`config.mk`:
```
export PLATFORM = sky130hd
export DESIGN_NAME = ad9364_dac_pattern_gen
export DESIGN_NICKNAME = d
export VERILOG_FILES = /design/src/rtl/ad9364_dac_pattern_gen_pkg.sv /design/src/rtl/ad9364_pattern_table.sv /design/src/rtl/ad9364_dac_pattern_gen.sv
export SDC_FILE = /design/constraint.sdc
export NUM_CORES = 1
export LEC_CHECK = 0
export ABC_AREA = 1
export BUFFER_PORTS_ARGS = -buffer_cell sky130_fd_sc_hd__buf_2
export CAP_MARGIN = 20
export CORE_MARGIN = 2
export CORE_UTILIZATION = 35
export DETAILED_ROUTE_END_ITERATION = 7
export GPL_TIMING_DRIVEN = 0
export MAX_ROUTING_LAYER = met4
export PLACE_DENSITY_LB_ADDON = 0.2
export SYNTH_ARGS = -nofsm -noshare
export SYNTH_HDL_FRONTEND = slang
export SYNTH_SLANG_ARGS = --single-unit
```
`constraint.sdc`:
```
create_clock -name clk -period 3.99 [get_ports clk]
set_input_delay 0.1995 -clock clk [delete_from_list [all_inputs] [get_ports clk]]
set_output_delay 0.1995 -clock clk [all_outputs]
set_load 0.05 [all_outputs]
```
`src/rtl/ad9364_dac_pattern_gen_pkg.sv`:
```
// Shared mode encodings and table-length helper for the AD9364 DAC pattern source.
package ad9364_dac_pattern_gen_pkg;

  localparam logic [1:0] MODE_CONST  = 2'd0;
  localparam logic [1:0] MODE_TABLE  = 2'd1;
  localparam logic [1:0] MODE_RAMP   = 2'd2;
  localparam logic [1:0] MODE_SQUARE = 2'd3;

  localparam int SQUARE_LEN = 2;

  // A zero length still plays entry 0; anything beyond the table is clamped to its depth.
  function automatic int unsigned eff_len(input int unsigned len, input int unsigned depth);
    if (len == 0)
      return 1;
    else if (len > depth)
      return depth;
    else
      return len;
  endfunction

endpackage

```
`src/rtl/ad9364_pattern_table.sv`:
```
// I/Q pattern register file: sync write, registered read with write-through, sync clear.
// One-cycle read latency on both ports; no backpressure.
module ad9364_pattern_table
  import ad9364_dac_pattern_gen_pkg::*;
#(
  parameter int DATA_WIDTH    = 12,
  parameter int PATTERN_DEPTH = 8,
  parameter int ADDR_WIDTH    = $clog2(PATTERN_DEPTH)
) (
  input  logic                    clk,
  input  logic                    rst,
  input  logic                    i_wr,
  input  logic [ADDR_WIDTH-1:0]   i_wr_addr,
  input  logic [2*DATA_WIDTH-1:0] i_wr_dat,
  input  logic [ADDR_WIDTH-1:0]   i_rd_addr,
  output logic [2*DATA_WIDTH-1:0] o_rd_dat,
  output logic [2*DATA_WIDTH-1:0] o_ent0_dat
);

  logic [2*DATA_WIDTH-1:0] r_mem [PATTERN_DEPTH];

  // Write-through so a write is visible on the very next read, matching a one-cycle update.
  always_ff @(posedge clk) begin
    if (rst) begin
      for (int k = 0; k < PATTERN_DEPTH; k++) begin
        r_mem[k] <= '0;
      end
      o_rd_dat   <= '0;
      o_ent0_dat <= '0;
    end else begin
      if (i_wr) begin
        r_mem[i_wr_addr] <= i_wr_dat;
      end
      o_rd_dat   <= (i_wr && (i_wr_addr == i_rd_addr)) ? i_wr_dat : r_mem[i_rd_addr];
      o_ent0_dat <= (i_wr && (i_wr_addr == '0)) ? i_wr_dat : r_mem[0];
    end
  end

endmodule

```
`src/rtl/ad9364_dac_pattern_gen.sv`:
```
// DAC test-pattern source (constant/table/ramp/square) for the AD9364 dig_if dac_* inputs.
// Outputs registered, 1 cycle from sampled inputs; no backpressure, dac_valid free-runs 1,0,1,0.
module ad9364_dac_pattern_gen
  import ad9364_dac_pattern_gen_pkg::*;
#(
  parameter int DATA_WIDTH    = 12,
  parameter int PATTERN_DEPTH = 8,
  parameter int HOLD_WIDTH    = 16,
  parameter int ADDR_WIDTH    = $clog2(PATTERN_DEPTH)
) (
  input  logic                  clk,
  input  logic                  rst,
  input  logic                  enable,
  input  logic [1:0]            mode,
  input  logic                  r1_mode,
  input  logic [HOLD_WIDTH-1:0] hold_count,
  input  logic [ADDR_WIDTH:0]   pattern_len,
  input  logic                  tbl_wr,
  input  logic [ADDR_WIDTH-1:0] tbl_addr,
  input  logic [DATA_WIDTH-1:0] tbl_data_i,
  input  logic [DATA_WIDTH-1:0] tbl_data_q,
  output logic                  dac_valid,
  output logic [DATA_WIDTH-1:0] dac_data_i1,
  output logic [DATA_WIDTH-1:0] dac_data_q1,
  output logic [DATA_WIDTH-1:0] dac_data_i2,
  output logic [DATA_WIDTH-1:0] dac_data_q2,
  output logic                  dac_r1_mode,
  output logic                  seq_wrap
);

  localparam int DW = DATA_WIDTH;
  localparam int AW = ADDR_WIDTH;
  localparam int LW = ADDR_WIDTH + 1;

  logic            r_phase;
  logic [HOLD_WIDTH-1:0] r_hold;
  logic [AW-1:0]   r_idx;
  logic [DW-1:0]   r_acc;
  logic            r_wrap_pend;
  logic [1:0]      r_mode;
  logic [LW-1:0]   r_len;

  logic            w_strobe;
  logic            w_restart;
  logic [AW-1:0]   w_idx_cur;
  logic [DW-1:0]   w_acc_cur;
  logic [HOLD_WIDTH-1:0] w_hold_cur;
  logic            w_pend_cur;
  logic            w_advance;
  logic            w_pos_zero;
  logic            w_wrap_pulse;
  logic [AW-1:0]   w_last;
  logic [AW-1:0]   w_idx_nxt;
  logic [DW-1:0]   w_acc_nxt;
  logic [HOLD_WIDTH-1:0] w_hold_nxt;
  logic            w_pend_nxt;
  logic [2*DW-1:0] w_rd_dat;
  logic [2*DW-1:0] w_ent0;
  logic [2*DW-1:0] w_tbl_dat;
  logic [DW-1:0]   w_smp_i;
  logic [DW-1:0]   w_smp_q;

  ad9364_pattern_table #(
    .DATA_WIDTH    (DATA_WIDTH),
    .PATTERN_DEPTH (PATTERN_DEPTH),
    .ADDR_WIDTH    (ADDR_WIDTH)
  ) u_table (
    .clk        (clk),
    .rst        (rst),
    .i_wr       (tbl_wr),
    .i_wr_addr  (tbl_addr),
    .i_wr_dat   ({tbl_data_i, tbl_data_q}),
    .i_rd_addr  (w_idx_nxt),
    .o_rd_dat   (w_rd_dat),
    .o_ent0_dat (w_ent0)
  );

  assign w_strobe  = enable & ~r_phase;
  assign w_restart = enable & ((mode != r_mode) | (pattern_len != r_len));

  // A restart behaves as if the sequence state were already back at its origin this cycle.
  assign w_idx_cur  = w_restart ? '0 : r_idx;
  assign w_acc_cur  = w_restart ? '0 : r_acc;
  assign w_hold_cur = w_restart ? '0 : r_hold;
  assign w_pend_cur = w_restart ? 1'b0 : r_wrap_pend;

  assign w_advance    = w_strobe & (w_hold_cur == hold_count);
  assign w_pos_zero   = (mode == MODE_RAMP) ? (w_acc_cur == '0) : (w_idx_cur == '0);
  assign w_wrap_pulse = w_strobe & (mode != MODE_CONST) & w_pos_zero & w_pend_cur;
  assign w_last       = (mode == MODE_SQUARE) ? AW'(SQUARE_LEN - 1)
                      : AW'(eff_len(32'(pattern_len), PATTERN_DEPTH) - 32'd1);

  always_comb begin
    w_idx_nxt  = w_idx_cur;
    w_acc_nxt  = w_acc_cur;
    w_hold_nxt = w_hold_cur;
    w_pend_nxt = w_pend_cur & ~w_wrap_pulse;
    if (!enable) begin
      w_idx_nxt  = '0;
      w_acc_nxt  = '0;
      w_hold_nxt = '0;
      w_pend_nxt = 1'b0;
    end else if (w_strobe) begin
      if (w_advance) begin
        w_hold_nxt = '0;
        case (mode)
          MODE_TABLE, MODE_SQUARE: begin
            if (w_idx_cur == w_last) begin
              w_idx_nxt  = '0;
              w_pend_nxt = 1'b1;
            end else begin
              w_idx_nxt = w_idx_cur + AW'(1);
            end
          end
          MODE_RAMP: begin
            w_acc_nxt = w_acc_cur + DW'(1);
            if (w_acc_cur == '1) begin
              w_pend_nxt = 1'b1;
            end
          end
          default: ;
        endcase
      end else begin
        w_hold_nxt = w_hold_cur + HOLD_WIDTH'(1);
      end
    end
  end

  // The table read port already follows r_idx; entry 0 covers a restart landing on a strobe.
  assign w_tbl_dat = w_restart ? w_ent0 : w_rd_dat;

  always_comb begin
    w_smp_i = w_ent0[2*DW-1:DW];
    w_smp_q = w_ent0[DW-1:0];
    case (mode)
      MODE_TABLE, MODE_SQUARE: begin
        w_smp_i = w_tbl_dat[2*DW-1:DW];
        w_smp_q = w_tbl_dat[DW-1:0];
      end
      MODE_RAMP: begin
        w_smp_i = w_acc_cur;
        w_smp_q = ~w_acc_cur;
      end
      default: ;
    endcase
  end

  always_ff @(posedge clk) begin
    if (rst) begin
      r_phase     <= 1'b0;
      r_hold      <= '0;
      r_idx       <= '0;
      r_acc       <= '0;
      r_wrap_pend <= 1'b0;
      r_mode      <= '0;
      r_len       <= '0;
      dac_valid   <= 1'b0;
      dac_data_i1 <= '0;
      dac_data_q1 <= '0;
      dac_data_i2 <= '0;
      dac_data_q2 <= '0;
      dac_r1_mode <= 1'b1;
      seq_wrap    <= 1'b0;
    end else begin
      r_phase     <= enable ? ~r_phase : 1'b0;
      r_hold      <= w_hold_nxt;
      r_idx       <= w_idx_nxt;
      r_acc       <= w_acc_nxt;
      r_wrap_pend <= w_pend_nxt;
      r_mode      <= mode;
      r_len       <= pattern_len;
      dac_valid   <= w_strobe;
      seq_wrap    <= w_wrap_pulse;
      dac_r1_mode <= r1_mode;
      if (w_strobe) begin
        dac_data_i1 <= w_smp_i;
        dac_data_q1 <= w_smp_q;
        dac_data_i2 <= r1_mode ? '0 : w_smp_q;
        dac_data_q2 <= r1_mode ? '0 : w_smp_i;
      end
    end
  end

endmodule

```
### Word-level counts from Yosys, hierarchy flattened

Memories as Yosys holds them, arrays and structs flattened. A register that Yosys moved wholly into a read port is not among the register bits.
Index checks and enable logic that the tools add are counted.

* flip-flop bits (word level): 90
* bits in latches: 0
* bits in writable memories: 192
* memory bits (read-only): 0
* input port bits: 54
* output and inout bits: 51
* logic and storage cells: 83
* memories: 1

Memory list
* u_table.r_mem: depth 8, width 24, read ports 2, clocked after Yosys merged registers in 2, wr ports 8, line ad9364_pattern_table.sv:20 `logic [2*DATA_WIDTH-1:0] r_mem [PATTERN_DEPTH];`

* $add $sub $neg: 4
* multipliers: 0
* div/mod/pow operators: 0
* $lt $le $gt $ge: 1
* equality and inequality tests: 8
* shift operators: 0
* multiplexer cells: 36
* bitwise operators: 12
* reduce and logical (&&, ||, !) cells: 7

Operator list (number)
* 12-bit two-way mux: 6
* 16-bit two-way mux: 3
* 24-bit two-way mux: 2
* 12-bit one-hot mux with 2 select lines: 2
* 3-bit two-way mux: 10
* 24-bit OR reduction: 1
* 16-bit by 1-bit adder with 16-bit output (second input constant): 1
* 16-bit equality test: 1
* 12-bit by 1-bit adder with 12-bit output (second input constant): 1
* 12-bit equality test (second input constant): 1
* 12-bit logical NOT: 1
* 1-bit two-way mux: 12
* 12-bit NOT: 1
* 1-bit AND: 7
* 2-bit equality test (second input constant): 2
* 4-bit greater-than comparator (second input constant): 1
* 4-bit logical NOT: 1
* 4-bit inequality test: 1
* 2-bit OR reduction: 2
* 3-bit by 1-bit adder with 3-bit output (second input constant): 1
* 3-bit equality test: 1
* 3-bit logical NOT: 1
* 1-bit NOT: 3
* 3-bit by 1-bit subtractor with 3-bit output (second input constant): 1
* other kinds (5): 5

### Longest topological paths before layout

Gate-level depths: netlist (run 1).

* depth after elaboration: 14
* gate-level depth with buffers: 27
* gate-level depth less buffers: 24

### Modules after synthesis

Synthesis (run 1) repeated with hierarchy kept, for this count alone.

* cells, all modules: 1881
* area total of the unflattened synthesis: 15517.4 µm²

Modules (own cells, without submodules)
* ad9364_pattern_table: instances 1, cells an instance 1088, area an instance 10253.6 µm², sequential area each 6726.5 µm²
* ad9364_dac_pattern_gen: instances 1, cells an instance 793, area an instance 5263.8 µm², sequential area each 1801.7 µm²

### Least setup slack after synthesis (run 1)

No wires, ideal clock.

* path type: input-to-reg
* from: input port mode[0]
* to: register r_acc[8]
* setup time: 122 ps
* arrival: 2747 ps
* data required time: 3868 ps
* slack: 1122 ps
* cell stages on the path: 23
* buffers on the path: 5
* cells stage by stage: buf_4 -> inv_2 -> nand2_1 -> nand2_1 -> nor2_1 -> nand3_1 -> nand2_2 -> buf_4 -> buf_2 -> inv_1 -> clkbuf_1 -> clkbuf_1 -> nor2_1 -> ha_1 -> inv_1 -> nor4_1 -> inv_1 -> nor2_1 -> nand2_1 -> inv_1 -> nand2_1 -> o21ai_0 -> a21oi_1

* word-level cells in the longest chain between the ends: 8
* elaborated cells between the ends (all ways): 12
* those cells by class: add/sub: 1; eq/ne: 3; mux: 5; bitwise: 3

RTL lines
* start, declared: line ad9364_dac_pattern_gen.sv:14 `input logic [1:0] mode,`
* 2-bit inequality test: line ad9364_dac_pattern_gen.sv:79 `assign w_restart = enable & ((mode != r_mode) | (pattern_len != r_len));`
* 1-bit bitwise OR: line ad9364_dac_pattern_gen.sv:79
* 1-bit AND: line ad9364_dac_pattern_gen.sv:79
* 12-bit two-way mux / 16-bit two-way mux (equally long branches): line ad9364_dac_pattern_gen.sv:83, ad9364_dac_pattern_gen.sv:84
* 12-bit by 1-bit adder with 12-bit output / 16-bit equality test (equally long branches): line ad9364_dac_pattern_gen.sv:116, ad9364_dac_pattern_gen.sv:87
* 12-bit two-way mux / 1-bit AND (equally long branches): line ad9364_dac_pattern_gen.sv:106, ad9364_dac_pattern_gen.sv:87
* 12-bit two-way mux: line ad9364_dac_pattern_gen.sv:104 `if (w_advance) begin`
* 12-bit two-way mux *: line ad9364_dac_pattern_gen.sv:103 `end else if (w_strobe) begin`
* end signal, assigned: line ad9364_dac_pattern_gen.sv:168 `r_acc <= w_acc_nxt;`
* end, declared: line ad9364_dac_pattern_gen.sv:38 `logic [DW-1:0] r_acc;`

Every way passes the cells marked *; elsewhere a longest branch is shown, timed or not.
A chain may end at the register's enable or synchronous reset.

### Worst setup path after layout (run 1)

* from: input port mode[1]
* to: register u_table.o_rd_dat[21], read port of u_table.r_mem

* word-level cells in the longest chain between the ends: 10
* elaborated cells between the ends (all ways): 18
* those cells by class: add/sub: 1; eq/ne: 5; mux: 8; bitwise: 3; reduce/logical: 1

RTL lines
* 2-bit inequality test: line ad9364_dac_pattern_gen.sv:79
* 1-bit bitwise OR: line ad9364_dac_pattern_gen.sv:79
* 1-bit AND: line ad9364_dac_pattern_gen.sv:79
* 3-bit two-way mux: line ad9364_dac_pattern_gen.sv:82 `assign w_idx_cur = w_restart ? '0 : r_idx;`
* 3-bit by 1-bit adder with 3-bit output / 3-bit equality test (equally long branches): line ad9364_dac_pattern_gen.sv:112, ad9364_dac_pattern_gen.sv:108
* 3-bit two-way mux: line ad9364_dac_pattern_gen.sv:108 `if (w_idx_cur == w_last) begin`
* 3-bit two-way mux: line ad9364_dac_pattern_gen.sv:106 `case (mode)`
* 3-bit two-way mux: line ad9364_dac_pattern_gen.sv:104
* 3-bit two-way mux *: line ad9364_dac_pattern_gen.sv:103
* 3-bit two-way mux *: line ad9364_dac_pattern_gen.sv:98 `if (!enable) begin`
* end, declared: line ad9364_pattern_table.sv:16 `output logic [2*DATA_WIDTH-1:0] o_rd_dat,`

Marked as above.

==> impl_metrics.env, run 1 <==
export IMPL_avgSynthCellArea_sq_um=8.39
export IMPL_clockBufferDepth=3
export IMPL_drive_gt1_share_pct=12.5
export IMPL_routed_wl_um=48000
export IMPL_rows=77
export IMPL_hold_viol=0
export IMPL_first_iter_violations=1065
export IMPL_cts_root_buffer="clkbuf_16"
export IMPL_grt_pass1_wl_um=73600
export IMPL_slew_headroom_pct=29.9
export IMPL_synth_warnings=0
export IMPL_top_layer_used="met4"
export IMPL_cts_made_buffers=38
export IMPL_cpMostUsedCell="nand2_1"
export IMPL_ant_nets=0
export IMPL_syn_inst=1855
export IMPL_ir_drop_mv=0.259
export IMPL_routabilityCongestion=0.914
export IMPL_hold_class="primary input to flop"
export IMPL_dr_wl_met3_um=2860
export IMPL_cp_end_kind="flop"
export IMPL_wl_met2_um=22200
export IMPL_cp_buffers_inverters=6
export IMPL_drc=0
export IMPL_grt_antenna_before_repair=0
export IMPL_synth_top_area_share_pct=37.1
export IMPL_fin_nets=2068
export IMPL_cts_htree_levels=2
export IMPL_slowest_delay_ns=0.52
export IMPL_cp_slowest_cell="dlygate4sd3_1"
export IMPL_power_density_nw_per_um2=443
export IMPL_seq_area_frac_synth_pct=54.8
export IMPL_tightest_slew_ns=1.05
export IMPL_yosysTopAreaCell="edfxtp_1"
export IMPL_grt_pass1_vias=12900
export IMPL_clock_fmax_mhz=272
export IMPL_setup_violations=0
export IMPL_reg2reg_setup_slack_ns=0.32
export IMPL_run_status="completed"
export IMPL_fin_util_pct=41.4
export IMPL_num_vias=13400
export IMPL_period_minus_slack_ns=3.68
export IMPL_dieWidth_um=215
export IMPL_finalClockSkew_ns=0.0182
export IMPL_die_area_sq_um=46200
export IMPL_die_h_um=215
export IMPL_cap_violations=0
export IMPL_syn_area_sq_um=15600
export IMPL_dr_pass1_iters=5
export IMPL_overflow=0
export IMPL_start_util_pct=35.3
export IMPL_grt_max_degree=25
export IMPL_fp_coreArea_sq_um=44000
export IMPL_antennaDiodeCount=0
export IMPL_cp_start_kind="primary input"
export IMPL_viasPerCell=5.11
export IMPL_port_buffer_count=102
export IMPL_p_leak_nw=7.57
export IMPL_cts_num_sinks=330
export IMPL_critPathMaxFanout=10
export IMPL_clk_latency_ns=0.56
export IMPL_synth_nets=1917
export IMPL_required_ns=4.43
export IMPL_syn2layout_area_growth_pct=17.2
export IMPL_worst_ep_arrival_time_ns=4.13
export IMPL_cts_tree="done"
export IMPL_rsz0062_at_grt="no"
export IMPL_ys_top_cells_by_area="edfxtp_1 (37%), dfxtp_1 (18%), nor2_1 (8.8%)"
export IMPL_dp_hpwl_um=36100
export IMPL_layout_worst_path_cycle_share_pct=92.3
export IMPL_met1_length_um=21700
export IMPL_slew_violations=0
export IMPL_setup_tns_final_ns=0
export IMPL_synth_seq_cells=330
export IMPL_clk_pin_slew_ns=0.06
export IMPL_ioPinCount=105
export IMPL_wl_per_cell_um=18.3
export IMPL_cpLargestDelayFamily="simple AND/OR/NAND/NOR gates"
export IMPL_synth_distinct_cells=35
export IMPL_gr_usage_all_layers_pct=21.1
export IMPL_crit_type="primary input to flop"
-- placed cells by master, fill, tap and decap left out, drive strengths merged, types with 2 or more instances in the layout --
cell type,Yosys,layout
clkbuf,76,126
ha,8,8
edfxtp,192,192
nor3,21,21
or2,5,5
o221ai,7,7
nand3,172,172
a21oi,73,73
nand2,354,354
nand3b,6,6
o2111ai,5,5
inv,101,101
nor4,5,5
clkinv,25,39
bufinv,0,3
nor2,364,364
xor2,6,6
xnor2,4,4
dfxtp,138,138
o211ai,10,10
buf,48,155
a221o,7,7
dlygate4sd3,0,5
nand4,112,112
o21a,2,2
a31o,24,24
o21ai,88,88
-- where the power goes --
group,switching [mW],leakage [nW],internal [mW]
Sequential,0.0676,2.97,3.79
Combinational,0.507,3.98,0.187
Clock,1.41,0.619,2.12
Total,1.99,7.57,6.09
-- cell families after synthesis --
| group | Yosys count | synth area share [%] |
|---|---|---|
| fa+ha+maj | 8 | 0.643 |
| compound gates | 217 | 8.28 |
| flops | 330 | 54.8 |
| xor+xnor | 10 | 0.563 |
| buf+inv | 250 | 6.52 |
| simple gates | 1040 | 29.2 |
-- area by class of cell --
class | instances | area (sq um)
Buffer | 122 | 537
Clock buffer | 51 | 1090
Clock inverter | 17 | 160
Fill cell | 4532 | 25800
Inverter | 126 | 473
Multi-Input combinational cell | 1275 | 6020
Sequential cell | 330 | 8530
Tap cell | 592 | 741
Timing Repair Buffer | 113 | 688
-- synthesized netlist by cell type --
library cell and number:
a21oi_1 73, buf_6 3, nand3_2 4, a31o_2 24, inv_2 7, buf_4 4
nand3_1 167, xor2_1 6, o211ai_1 10, nand3b_1 6, a211oi_1 1, dfxtp_1 138
buf_1 10, nor2_1 363, o21ai_0 88, xnor2_1 4, nor4_1 5, edfxtp_1 192
clkinv_1 25, o21a_1 2, or2_2 5, nor3_1 21, inv_1 94, nor2_4 1
clkbuf_1 76, nand4_1 112, nand2_1 345, o221ai_1 7, o2111ai_1 5, a221o_1 7
and2_1 1, nand3_4 1, nand2_2 9, ha_1 8, buf_2 31
-- registers in the layout, indices dropped and copies added, names as in the netlist --
register	cells
r_mode	2
u_table.r_mem	192
dac_r1_mode	1
r_len	4
r_phase	1
r_wrap_pend	1
r_idx	3
dac_data_q1	12
r_hold	16
u_table.o_ent0_dat	24
dac_valid	1
r_acc	12
dac_data_i1	12
dac_data_q2	12
seq_wrap	1
dac_data_i2	12
u_table.o_rd_dat	24
-- repair_timing --
| item | in CTS | in global routing |
|---|---|---|
| resized for setup | 0 | 4 |
| endpoints found under the setup margin | 0 | 4 |
| hold buffers | 5 | 0 |
| endpoints found under the hold margin | 5 | 0 |
| buffers inserted | 0 | 0 |
-- worst reg2reg max path, delay by kind of cell (launching register included) --
family | cells | cell delay, ns
AND/OR/NAND/NOR | 19 | 2.10
buffers and inverters | 4 | 1.13
flip-flops | 1 | 0.33
-- through the flow --
stage	cells	setup slack (ns)	area [sq um]	hold WS, ns	power, mW
6_report	2626	0.307	18200	0.162	8.08
5_1_grt	2626	0.0233	18200	0.182	8.35
4_1_cts	2623	0.232	18100	0.140	8.13
3_5_place_dp	2550	0.178	16800	0.455	4.61
3_3_place_gp	2549	0.185	16800	0.450	4.59
2_1_floorplan	1855	1.12	15600	0.306	4.36
-- path summary, 6_finish.rpt --
kind,startpoint,end,depth (start not counted)
max reg2reg,r_mode[0]$_SDFF_PP0_,u_table.o_rd_dat[21]$_SDFF_PP0_,23
max,mode[1],u_table.o_rd_dat[21]$_SDFF_PP0_,25
min,tbl_data_i[0],u_table.r_mem[1][12]$_SDFFCE_PN0P_,3
min reg2reg,dac_data_i1[8]$_SDFFE_PP0P_,dac_data_i1[8]$_SDFFE_PP0P_,2
-- per-layer routing --
metal  up-vias  global-route usage (%)
met5         -                       -
met4         0                    7.38
met3        93                    2.97
met2       411                    33.7
met1      6308                    27.6
li1       6619                       -
No activity file was read; power rests on OpenSTA's default activity.
==> run 2: changes to the inputs <==
--- a/config.mk
+++ b/config.mk
@@ -16,4 +16,5 @@
 export PLACE_DENSITY_LB_ADDON = 0.2
 export SYNTH_ARGS = -nofsm -noshare
 export SYNTH_HDL_FRONTEND = slang
+export SYNTH_HIERARCHICAL = 1
 export SYNTH_SLANG_ARGS = --single-unit
==> run 2 against run 1 <==
Fmax is 1.6% higher. Clock power rose by 5%. Clock skew up 0.0024 ns. Critical path depth rose by 4. Core utilization up 0.27 points. Largest cell class unchanged.
==> impl_metrics.env, run 2 <==
export IMPL_run_status="completed"
export IMPL_drc=0
export IMPL_switchingPower_mw=2.10
export IMPL_first_iter_violations=881
export IMPL_p_comb_share_pct=9.6
export IMPL_dr_pass1_iters=5
export IMPL_rows=77
export IMPL_setup_violations=0
export IMPL_tightest_slew_ns=1.00
export IMPL_critPathMaxFanout=10
export IMPL_cp_slowest_cell="dlygate4sd3_1"
export IMPL_cp_start_kind="primary input"
export IMPL_slowest_delay_ns=0.52
export IMPL_period_minus_slack_ns=3.62
export IMPL_die_h_um=215
export IMPL_overflow=0
export IMPL_clock_fmax_mhz=276
export IMPL_worst_ep_arrival_time_ns=4.09
export IMPL_avgSynthCellArea_sq_um=8.25
export IMPL_p_leak_nw=7.68
export IMPL_final_common_cell="nand2_1"
export IMPL_grt_max_degree=25
export IMPL_synth_nets=1943
export IMPL_viasPerCell=4.98
export IMPL_dp_hpwl_um=36200
export IMPL_hold_class="primary input to flop"
export IMPL_synth_seq_cells=330
export IMPL_cp_end_kind="flop"
export IMPL_num_vias=13200
export IMPL_final_cell_mix="nand2_1 (469), nor2_1 (356), nand3_1 (228)"
export IMPL_cp_buffers_inverters=7
export IMPL_drive_gt1_share_pct=13.5
export IMPL_routed_wl_um=47900
export IMPL_hold_viol=0
export IMPL_grt_pass1_wl_um=74300
export IMPL_antennaDiodeCount=0
export IMPL_clkPwrFrac_pct=44.2
export IMPL_cts_htree_levels=2
export IMPL_cap_violations=0
export IMPL_fin_nets=2101
export IMPL_intPower_mw=6.27
export IMPL_port_buffer_count=103
export IMPL_clk_latency_ns=0.56
export IMPL_synthFlopType="edfxtp_1"
export IMPL_required_ns=4.46
export IMPL_syn2layout_area_growth_pct=18.3
export IMPL_ioPinCount=105
export IMPL_grt_pass1_vias=12900
export IMPL_crit_type="primary input to flop"
export IMPL_power_density_nw_per_um2=456
export IMPL_wl_per_cell_um=18.0
export IMPL_setup_tns_final_ns=0
export IMPL_synth_distinct_cells=42
export IMPL_seq_area_frac_synth_pct=55.0
export IMPL_clockBufferDepth=3
export IMPL_synth_edf_count=192
export IMPL_cpLargestDelayFamily="simple AND/OR/NAND/NOR gates"
export IMPL_async_reset_ff_share_pct=0
export IMPL_syn_area_sq_um=15500
export IMPL_routabilityCongestion=0.921
export IMPL_synth_top_area_share_pct=37.2
export IMPL_synthTopCellsByCount="nand2_1 (470), nor2_1 (357), nand3_1 (229), edfxtp_1 (192), dfxtp_1 (138)"
export IMPL_swShare_pct=25.1
export IMPL_yosysTopAreaCell="edfxtp_1"
export IMPL_cts_made_buffers=39
export IMPL_finalClockSkew_ns=0.0206
export IMPL_syn_inst=1881
export IMPL_cts_tree="done"
export IMPL_gr_usage_all_layers_pct=21.4
export IMPL_worst_hold_slack_ns=0.111
export IMPL_clk_pin_slew_ns=0.06
export IMPL_dieWidth_um=215
export IMPL_die_area_sq_um=46000
export IMPL_fp_coreArea_sq_um=44000
export IMPL_yosysMostFrequentCell="nand2_1"
export IMPL_regMostFlops="u_table/r_mem"
export IMPL_cts_root_buffer="clkbuf_16"
export IMPL_ys_top_cells_by_area="edfxtp_1 (37%), dfxtp_1 (18%), nand2_1 (11%)"
export IMPL_cts_num_sinks=330
export IMPL_layout_worst_path_cycle_share_pct=90.8
export IMPL_pwr_share_seq_pct=46.2
export IMPL_slew_violations=0
export IMPL_slew_headroom_pct=32.9
export IMPL_grt_antenna_before_repair=0
export IMPL_largest_reg_flops=192
export IMPL_synth_warnings=6
export IMPL_start_util_pct=35.2
export IMPL_ir_drop_mv=0.394
export IMPL_rsz0062_at_grt="no"
export IMPL_cpMostUsedCell="nand2_1"
export IMPL_top_regs="u_table/r_mem (192), u_table/o_ent0_dat (24), u_table/o_rd_dat (24)"
export IMPL_ant_nets=0
[run 2: kinds of logic (layout without fill, tap and decap cells)]
| kind of cell | after synthesis | in the layout | synth area share [%] |
|---|---|---|---|
| simple gates | 1141 | 1141 | 31.3 |
| flops | 330 | 330 | 55.0 |
| buf+inv | 207 | 394 | 5.85 |
| compound gates | 181 | 181 | 6.50 |
| xor+xnor | 14 | 14 | 0.790 |
| fa+ha+maj | 8 | 8 | 0.645 |
[run 2: power by group through the flow]
stage / registers (mW) / logic [mW] / clock network, mW
CTS: 3.87 / 0.790 / 3.78
floorplan: 4.01 / 0.421 / 0
global placement: 3.94 / 0.769 / 0
global route: 3.89 / 0.880 / 3.91
detailed placement: 3.94 / 0.784 / 0
finish: 3.87 / 0.801 / 3.70
[run 2: final cells by class]
class	count	area, sq um
clock buffers	45	1030
plain buffers	108	554
fillers	4507	25700
multi-input cells	1344	6100
clock inverters	25	294
inverters	99	372
flip-flops and latches	330	8530
repair buffers	117	741
well taps	592	741
[run 2: through the flow]
stage	cell area, sq um	power, mW	worst slack (ns)	instances	util [%]
global route	18400	8.67	0.0294	2660	41.7
finish	18400	8.37	0.366	2660	41.7
floorplan	15500	4.43	1.22	1881	-
CTS	18200	8.44	0.203	2654	41.4
global placement	16800	4.70	0.0825	2576	38.1
detailed placement	16800	4.72	0.108	2579	38.3
[run 2: worst paths after layout]
path,start,end,slack (ns),depth (start not counted)
max,mode[1],u_table/o_rd_dat[9]$_SDFF_PP0_,0.37,29
min,tbl_data_q[0],u_table/o_ent0_dat[0]$_SDFF_PP0_,0.11,3
max reg2reg,r_len[0]$_SDFF_PP0_,u_table/o_rd_dat[9]$_SDFF_PP0_,0.39,27
min reg2reg,r_wrap_pend$_SDFF_PP0_,seq_wrap$_SDFF_PP0_,0.45,2
[run 2: per-layer routing]
layer	GRT usage [%]	routed length [um]
met5	-	0
met1	26.4	20900
met2	35.8	23100
met3	3.52	2520
met4	7.41	1430
[run 2: repair_timing]
item / CTS / global route
hold buffers: 5 / 0
setup buffers: 0 / 3
endpoints found under the hold margin: 5 / 0
gates resized for setup: 0 / 17
setup endpoints to repair: 0 / 24
[run 2: worst reg2reg max path: stages (launching register included)]
cell and delay (ns):
dfxtp_1 0.33, inv_1 0.04, nand2_1 0.04, nand2_1 0.04
nor2_1 0.13, nand3_2 0.11, nand2_4 0.12, buf_6 0.18
nand2_2 0.10, nand2_1 0.11, nand2_1 0.07, nor2_1 0.13
nand2_1 0.10, nor2_2 0.19, nand3_4 0.17, nand2_1 0.10
nand2_1 0.09, nor2_2 0.20, buf_4 0.21, inv_2 0.10
nand2_1 0.08, nand2_1 0.08, nor2_4 0.27, nand2_4 0.13
buf_6 0.17, nand2_1 0.06, nor2_1 0.05, nor2_1 0.12
